[src/rtl/cpu_pkg.sv]
// Shared definitions for the 16-bit pipelined cpu.
package cpu_pkg;
  localparam int               WORD_W     = 16;
  localparam logic [3:0]       OPCODE_HLT = 4'hF;
  localparam logic [WORD_W-1:0] INSTR_NOP = 16'h0000;
  localparam logic [WORD_W-1:0] PC_RESET  = 16'h0000;

  typedef enum logic {
    FETCH_RUN    = 1'b0,
    FETCH_HALTED = 1'b1
  } fetch_state_e;

  // IF/ID pipeline register contents.
  typedef struct packed {
    logic [WORD_W-1:0] instr;
    logic [WORD_W-1:0] pcPlus2;
    logic              valid;
  } ifid_t;

  // Sequential next PC; wraps modulo 2^16.
  function automatic logic [WORD_W-1:0] pcInc(input logic [WORD_W-1:0] pc);
    return pc + WORD_W'(2);
  endfunction
endpackage

[src/rtl/pc_register.sv]
// Program counter flop with next-PC select: redirect target, hold, or +2.
module pc_register
  import cpu_pkg::*;
#(
  parameter logic [WORD_W-1:0] RESET_PC = PC_RESET
) (
  input  logic              clk,
  input  logic              rst_n,
  input  logic              redirect,
  input  logic [WORD_W-1:0] redirectPc,
  input  logic              hold,
  output logic [WORD_W-1:0] pc,
  output logic [WORD_W-1:0] pcPlus2
);
  logic [WORD_W-1:0] pcNext;

  assign pcPlus2 = pcInc(pc);

  // Redirect beats hold; branch targets are always halfword aligned.
  always_comb begin
    pcNext = pcPlus2;
    if (redirect)  pcNext = redirectPc & ~WORD_W'(1);
    else if (hold) pcNext = pc;
  end

  // PC state, asynchronously reset to the boot address.
  always_ff @(posedge clk or negedge rst_n) begin
    if (!rst_n) pc <= RESET_PC;
    else        pc <= pcNext;
  end
endmodule

[src/rtl/fetch_stage.sv]
// Instruction fetch: PC, IF/ID register, HLT freeze and fetch counter.
module fetch_stage
  import cpu_pkg::*;
#(
  parameter logic [WORD_W-1:0] RESET_PC   = PC_RESET,
  parameter logic [WORD_W-1:0] NOP_INSTR  = INSTR_NOP,
  parameter logic [3:0]        HLT_OPCODE = OPCODE_HLT
) (
  input  logic              clk,
  input  logic              rst_n,
  output logic [WORD_W-1:0] imem_addr,
  input  logic [WORD_W-1:0] imem_data,
  input  logic              stall,
  input  logic              redirect,
  input  logic [WORD_W-1:0] redirect_pc,
  output logic [WORD_W-1:0] pc_out,
  output logic [WORD_W-1:0] ifid_instr,
  output logic [WORD_W-1:0] ifid_pc_plus2,
  output logic              ifid_valid,
  output logic              fetch_halted,
  output logic [WORD_W-1:0] fetch_count
);
  fetch_state_e      state, stateNext;
  ifid_t             ifid, ifidNext, bubble;
  logic [WORD_W-1:0] pc, pcPlus2;
  logic              pcHold, countInc, isHlt;

  assign isHlt  = (imem_data[15:12] == HLT_OPCODE);
  assign bubble = '{instr: NOP_INSTR, pcPlus2: '0, valid: 1'b0};

  pc_register #(.RESET_PC(RESET_PC)) uPc (
    .clk       (clk),
    .rst_n     (rst_n),
    .redirect  (redirect),
    .redirectPc(redirect_pc),
    .hold      (pcHold),
    .pc        (pc),
    .pcPlus2   (pcPlus2)
  );

  // Per-edge priority: redirect, stall, halted, normal fetch.
  always_comb begin
    stateNext = state;
    ifidNext  = ifid;
    countInc  = 1'b0;
    pcHold    = 1'b1;
    if (redirect) begin
      // Squashes whatever sat in the branch shadow, including a HLT.
      stateNext = FETCH_RUN;
      ifidNext  = bubble;
    end else if (stall) begin
      // Everything holds.
    end else if (state == FETCH_HALTED) begin
      ifidNext = bubble;
    end else begin
      ifidNext = '{instr: imem_data, pcPlus2: pcPlus2, valid: 1'b1};
      countInc = 1'b1;
      // HLT enters IF/ID once; PC parks on its address.
      if (isHlt) stateNext = FETCH_HALTED;
      else       pcHold    = 1'b0;
    end
  end

  // Halt FSM, IF/ID register and saturating fetch counter.
  always_ff @(posedge clk or negedge rst_n) begin
    if (!rst_n) begin
      state       <= FETCH_RUN;
      ifid        <= '{instr: NOP_INSTR, pcPlus2: '0, valid: 1'b0};
      fetch_count <= '0;
    end else begin
      state <= stateNext;
      ifid  <= ifidNext;
      if (countInc && fetch_count != '1) fetch_count <= fetch_count + WORD_W'(1);
    end
  end

  assign imem_addr     = pc;
  assign pc_out        = pc;
  assign ifid_instr    = ifid.instr;
  assign ifid_pc_plus2 = ifid.pcPlus2;
  assign ifid_valid    = ifid.valid;
  assign fetch_halted  = (state == FETCH_HALTED);
endmodule

[config.mk]
export PLATFORM = sky130hd
export DESIGN_NAME = fetch_stage
export DESIGN_NICKNAME = d
export VERILOG_FILES = /design/src/rtl/cpu_pkg.sv /design/src/rtl/pc_register.sv /design/src/rtl/fetch_stage.sv
export SDC_FILE = /design/constraint.sdc
export NUM_CORES = 1
export LEC_CHECK = 0
export CORE_UTILIZATION = 30
export CTS_CLUSTER_SIZE = 30
export DETAILED_ROUTE_END_ITERATION = 16
export GPL_TIMING_DRIVEN = 0
export MAX_ROUTING_LAYER = met4
export PLACE_DENSITY = 0.54
export SYNTH_ARGS = -nofsm -noshare
export SYNTH_HDL_FRONTEND = slang
export SYNTH_SLANG_ARGS = --single-unit
[constraint.sdc]
create_clock -name clk -period 4.3 [get_ports clk]
set_input_delay 0.43 -clock clk [delete_from_list [all_inputs] [get_ports clk]]
set_output_delay 0.43 -clock clk [all_outputs]
set_load 0.005 [all_outputs]
Word level (Yosys, flattened, before mapping)
Cells that the tools add are included.

cells by class
  add/subtract/negate cells = 2
  equal/unequal tests = 4
  multiplexer cells = 14
  reduce and logical (&&, ||, !) cells = 1

operators by type and width
  operator                                        count
  2-to-1 mux 33 bit                               3
  2-to-1 mux 16 bit                               2
  adder 16 x 1 -> 16 bit (second input constant)  1
  adder 16 x 2 -> 16 bit (second input constant)  1
  != test 16 bit (second input constant)          1
  2-to-1 mux 1 bit                                9
  equality test 4 bit (second input constant)     1
  != test 2 x 1 -> 1 bit (second input constant)  1
  != test 2 bit (second input constant)           1
  logical AND 1 bit                               1

word-level totals
  register bits after elaboration = 66
  input port bits = 36
  output and inout bits = 82
  logic and storage cells = 27

Longest topological paths before layout
  depth after elaboration = 7
  depth in mapped cells = 6
  gate-level depth less buffers = 5

Hierarchy
Synthesis repeated with hierarchy kept, for this count alone.

unflattened totals
  cell total of the unflattened synthesis = 297
  area, all modules = 3300.7 um2

by module, submodules not included
  module       instances  cells an instance  area each (um2)  seq. area each (um2)
  fetch_stage  1          170                2168.3           1251.2
  pc_register  1          127                1132.3           375.4

Worst setup path before layout
OpenSTA, ideal clock, no wires.

  path type = input port to flip-flop
  from = in redirect
  to = reg fetch_count[12]
  setup time = 0.128 ns
  arrival time = 1.887 ns
  required time = 4.172 ns
  path slack = 2.286 ns
  cell stages on the path = 6
  buffers on the path = 2
  cells stage by stage = buf_6 or3_1 buf_6 or3_4 nor3_2 mux2_1

between the ends
  longest elaborated chain between the ends = 2

ends and longest elaborated chain
  element               line               text
  start, declared       fetch_stage.sv:14  input logic redirect,
  2-to-1 mux 1 bit      fetch_stage.sv:47  if (redirect) begin
  logical AND 1 bit     fetch_stage.sv:73  if (countInc && fetch_count != '1) fetch_count <= fetch_count + WORD_W'(1);
  end signal, assigned  fetch_stage.sv:73
  end, declared         fetch_stage.sv:21  output logic [WORD_W-1:0] fetch_count

No other way between the ends.
A chain may end at the register's enable or synchronous reset.

Worst setup path in the final report
  from = reg uPc.pc[1]
  to = reg uPc.pc[13]

between the ends
  longest elaborated chain between the ends = 3

ends and longest elaborated chain
  element                 line               text
  start, declared         pc_register.sv:12  output logic [WORD_W-1:0] pc,
  start signal, assigned  pc_register.sv:29  else pc <= pcNext;
  adder 16 x 2 -> 16 bit  cpu_pkg.sv:22      return pc + WORD_W'(2);
  2-to-1 mux 16 bit       pc_register.sv:23  else if (hold) pcNext = pc;
  2-to-1 mux 16 bit       pc_register.sv:22  if (redirect) pcNext = redirectPc & ~WORD_W'(1);

No other way between the ends. The select of a mux whose other input is x is not followed.

==> results.sh <==
export IMPL_status="finished, final reports clean"
export IMPL_fin_area_um2=4810
export IMPL_nets=492
export IMPL_total_power_uw=1750
export IMPL_fin_crit_sh_pct=50.3
export IMPL_async_flop_share_pct=100
export IMPL_grt_usage_pct=17.1
export IMPL_cts_root_buf="clkbuf_8"
export IMPL_slew_headroom_pct=44.5
export IMPL_cts_tree="yes"
export IMPL_place_ws_ns=1.89
export IMPL_fin_setup_tns_ns=0
export IMPL_die_width_um=107
export IMPL_hold_violations=0
export IMPL_portBuffers=112
export IMPL_synth_area_um2=3290
export IMPL_numCtsBuffers=9
export IMPL_pin_count=118
export IMPL_die_area_um2=11400
export IMPL_cts_resized=0
export IMPL_path_delay_family="simple AND/OR/NAND/NOR gates"
export IMPL_rsz0062_at_grt="false"
export IMPL_clk_pin_slew_ns=0.09
export IMPL_diodes=0
export IMPL_drive_gt1_share_pct=12.0
export IMPL_slowest_stage="dfrtp_1"
export IMPL_setup_violations=0
export IMPL_synth_top_area_cell="dfrtp_1"
export IMPL_max_cap_violations=0
export IMPL_cp_end_kind="flop"
export IMPL_clkPwrFrac_pct=34.4
export IMPL_core_area_um2=10500
export IMPL_place_area_um2=4580
export IMPL_grt_pass1_vias=2813
export IMPL_power_density_nw_per_um2=363
export IMPL_path_buf_inv=0
export IMPL_power_frac_seq_pct=43.4
export IMPL_swShare_pct=27.8
export IMPL_wl_per_cell_um=15.2
export IMPL_worstMarginPinSlew_ns=0.833
export IMPL_grt_max_degree=66
export IMPL_postRouteAntennaNets=0
export IMPL_rows=37
export IMPL_crit_type="flop to flop"
export IMPL_slowest_delay_ns=0.50
export IMPL_finalCriticalPeriod_ns=2.16
export IMPL_clock_tree_buffer_depth=2
export IMPL_vias_per_cell=4.92
export IMPL_num_vias=2925
export IMPL_antenna_found_initial=0
export IMPL_fmax_ghz=0.462
export IMPL_drc=0
export IMPL_cts_sinks=65
export IMPL_cts_htree_levels=3
export IMPL_crit_required_ns=4.57
export IMPL_ctsHoldBuffers=0
export IMPL_cp_arrival_ns=2.43
export IMPL_drv_slew=0
export IMPL_r2r_end="uPc.pc[13]$_DFFE_PN0P_"
export IMPL_p_leak_uw=0.00195
export IMPL_syn_area_per_cell_um2=9.96
export IMPL_die_y_um=107
export IMPL_drt_pass1_iterations=4
export IMPL_postCtsSetupRepairBufs=0
export IMPL_grt_pass1_wl_mm=14.8
export IMPL_start_util_pct=31.4
export IMPL_p_sw_uw=485
export IMPL_peakVddDrop_mv=0.174
export IMPL_routed_wl_mm=9.05
export IMPL_synthTopCellsByCount="65 x dfrtp_1, 39 x nand2_1, 22 x o21ai_0"
export IMPL_r2r_start="uPc.pc[1]$_DFFE_PN0P_"
export IMPL_ff2ff_path_depth=5
export IMPL_grt_ovfl_total=0
export IMPL_finClkSkew_ns=0.0108
export IMPL_post_synth_top_count_cell="dfrtp_1"
export IMPL_synth_ff_type="dfrtp_1"
export IMPL_dp_hpwl_mm=6.61
export IMPL_place_gp_congestion=0.807
export IMPL_ys_types=44
export IMPL_drt_initial_drc_count=103
export IMPL_insertion_delay_ns=0.35
export IMPL_comb_power_share_pct=22.2
export IMPL_final_util_pct=45.9
export IMPL_syn2layout_area_growth_pct=46.3
export IMPL_synth_yosys_seq_area_share_pct=49.5
export IMPL_yosysWarningCount=0
export IMPL_start_kind="flop"
export IMPL_intPower_uw=1260
export IMPL_yosysTopAreaCellShare_pct=49.5
export IMPL_ff2ff_setup_slack_ns=2.14
export IMPL_synth_edf_count=0
export IMPL_crit_fanout=9
export IMPL_synth_area_top_cells="dfrtp_1 50%, nand2_1 4.5%, a22o_1 4.3%"
export IMPL_ys_ff_latch=65
export IMPL_synthCells=330
export IMPL_hp_class="primary input to async pin"
export IMPL_cp_cell_sequence="ha_1 > nand4_2 > nor3_1 > or3b_2 > a31oi_1"
export IMPL_layout_setup_ws_ns=2.14
-- worst reg2reg max path, delay by kind of cell, from the launching register on --
kind                     cells  cell delay (ns)
flip-flops                   1             0.50
adder cells (fa/ha/maj)      1             0.30
AND/OR/NAND/NOR              3             1.13
AO/OA/AOI/OAI                1             0.16
-- layer usage --
metal	track usage, %	vias up	share of wire (%)
met1	22.6	1403	48
met2	26.5	105	45
met5	-	-	0
met3	3.10	10	5.7
li1	-	1407	-
met4	5.58	0	1.4
-- cell families after synthesis --
| logic type | synth area share [%] |
|---|---|
| AOI/OAI and AO/OA | 12.7 |
| xor gates and xnor gates | 5.60 |
| adders and majority gates | 0.761 |
| buffers and inverters | 7.35 |
| DFF | 49.5 |
| muxes | 3.96 |
| other | 0.114 |
| and+or+nand+nor | 20.0 |
-- power groups by stage --
stage / clock network, uW / registers (uW) / logic [uW]
final: 601 / 758 / 388
after global routing: 634 / 772 / 426
after CTS: 611 / 759 / 393
after detailed placement: 0 / 770 / 391
after global placement: 0 / 768 / 390
after floorplan: 0 / 755 / 155
-- cells in the final DEF (no fill, tap or decap), drive strengths merged, types with 4 or more instances in the layout --
master,netlist,layout
nor4,4,4
or3,6,6
a31oi,6,6
nand4,10,10
or4,4,4
buf,24,25
and3,4,4
clkbuf,11,21
a21oi,6,6
nor2,18,18
xnor2,12,12
a22o,16,16
o21ai,22,22
inv,6,6
mux2,8,8
nand2,39,39
mux2i,4,4
dfrtp,65,65
xor2,9,9
clkdlybuf4s50,0,111
o211ai,5,5
nand3,15,15
nor3,13,13
-- state kept, by name, summed over array words and instances (netlist names) --
register       count
fetch_halted       1
uPc.pc            15
fetch_count       16
ifid_valid         1
ifid_instr        16
ifid_pc_plus2     16
-- metrics by stage --
step | instances | hold slack (ns)
6_report | 595 | 0.171
5_1_grt | 595 | 0.242
4_1_cts | 595 | 0.217
3_5_place_dp | 579 | 0.471
3_3_place_gp | 579 | 0.463
2_1_floorplan | 331 | 0.134
-- final cells by class --
type | count | area [um2]
inverters | 6 | 22.5
flip-flops and latches | 65 | 1630
clock inverters | 6 | 91.3
repair buffers | 112 | 1120
plain buffers | 35 | 219
well taps | 136 | 170
clock buffers | 10 | 138
fillers | 1068 | 5660
multi-input cells | 225 | 1420
-- worst max path at each step --
stage                           from                           to  slack, ns  cells past startpoint
2_1_floorplan               redirect  fetch_count[12]$_DFFE_PN0P_       2.29                      6
3_3_place_gp                   rst_n        uPc.pc[9]$_DFFE_PN0P_       0.46                      1
3_5_place_dp           imem_data[15]        uPc.pc[2]$_DFFE_PN0P_       1.89                      6
4_1_cts        uPc.pc[1]$_DFFE_PN0P_       uPc.pc[13]$_DFFE_PN0P_       2.14                      5
5_1_grt        uPc.pc[1]$_DFFE_PN0P_       uPc.pc[13]$_DFFE_PN0P_       2.00                      5
6_report       uPc.pc[1]$_DFFE_PN0P_       uPc.pc[13]$_DFFE_PN0P_       2.14                      5
(Power assumes the default switching activity.)
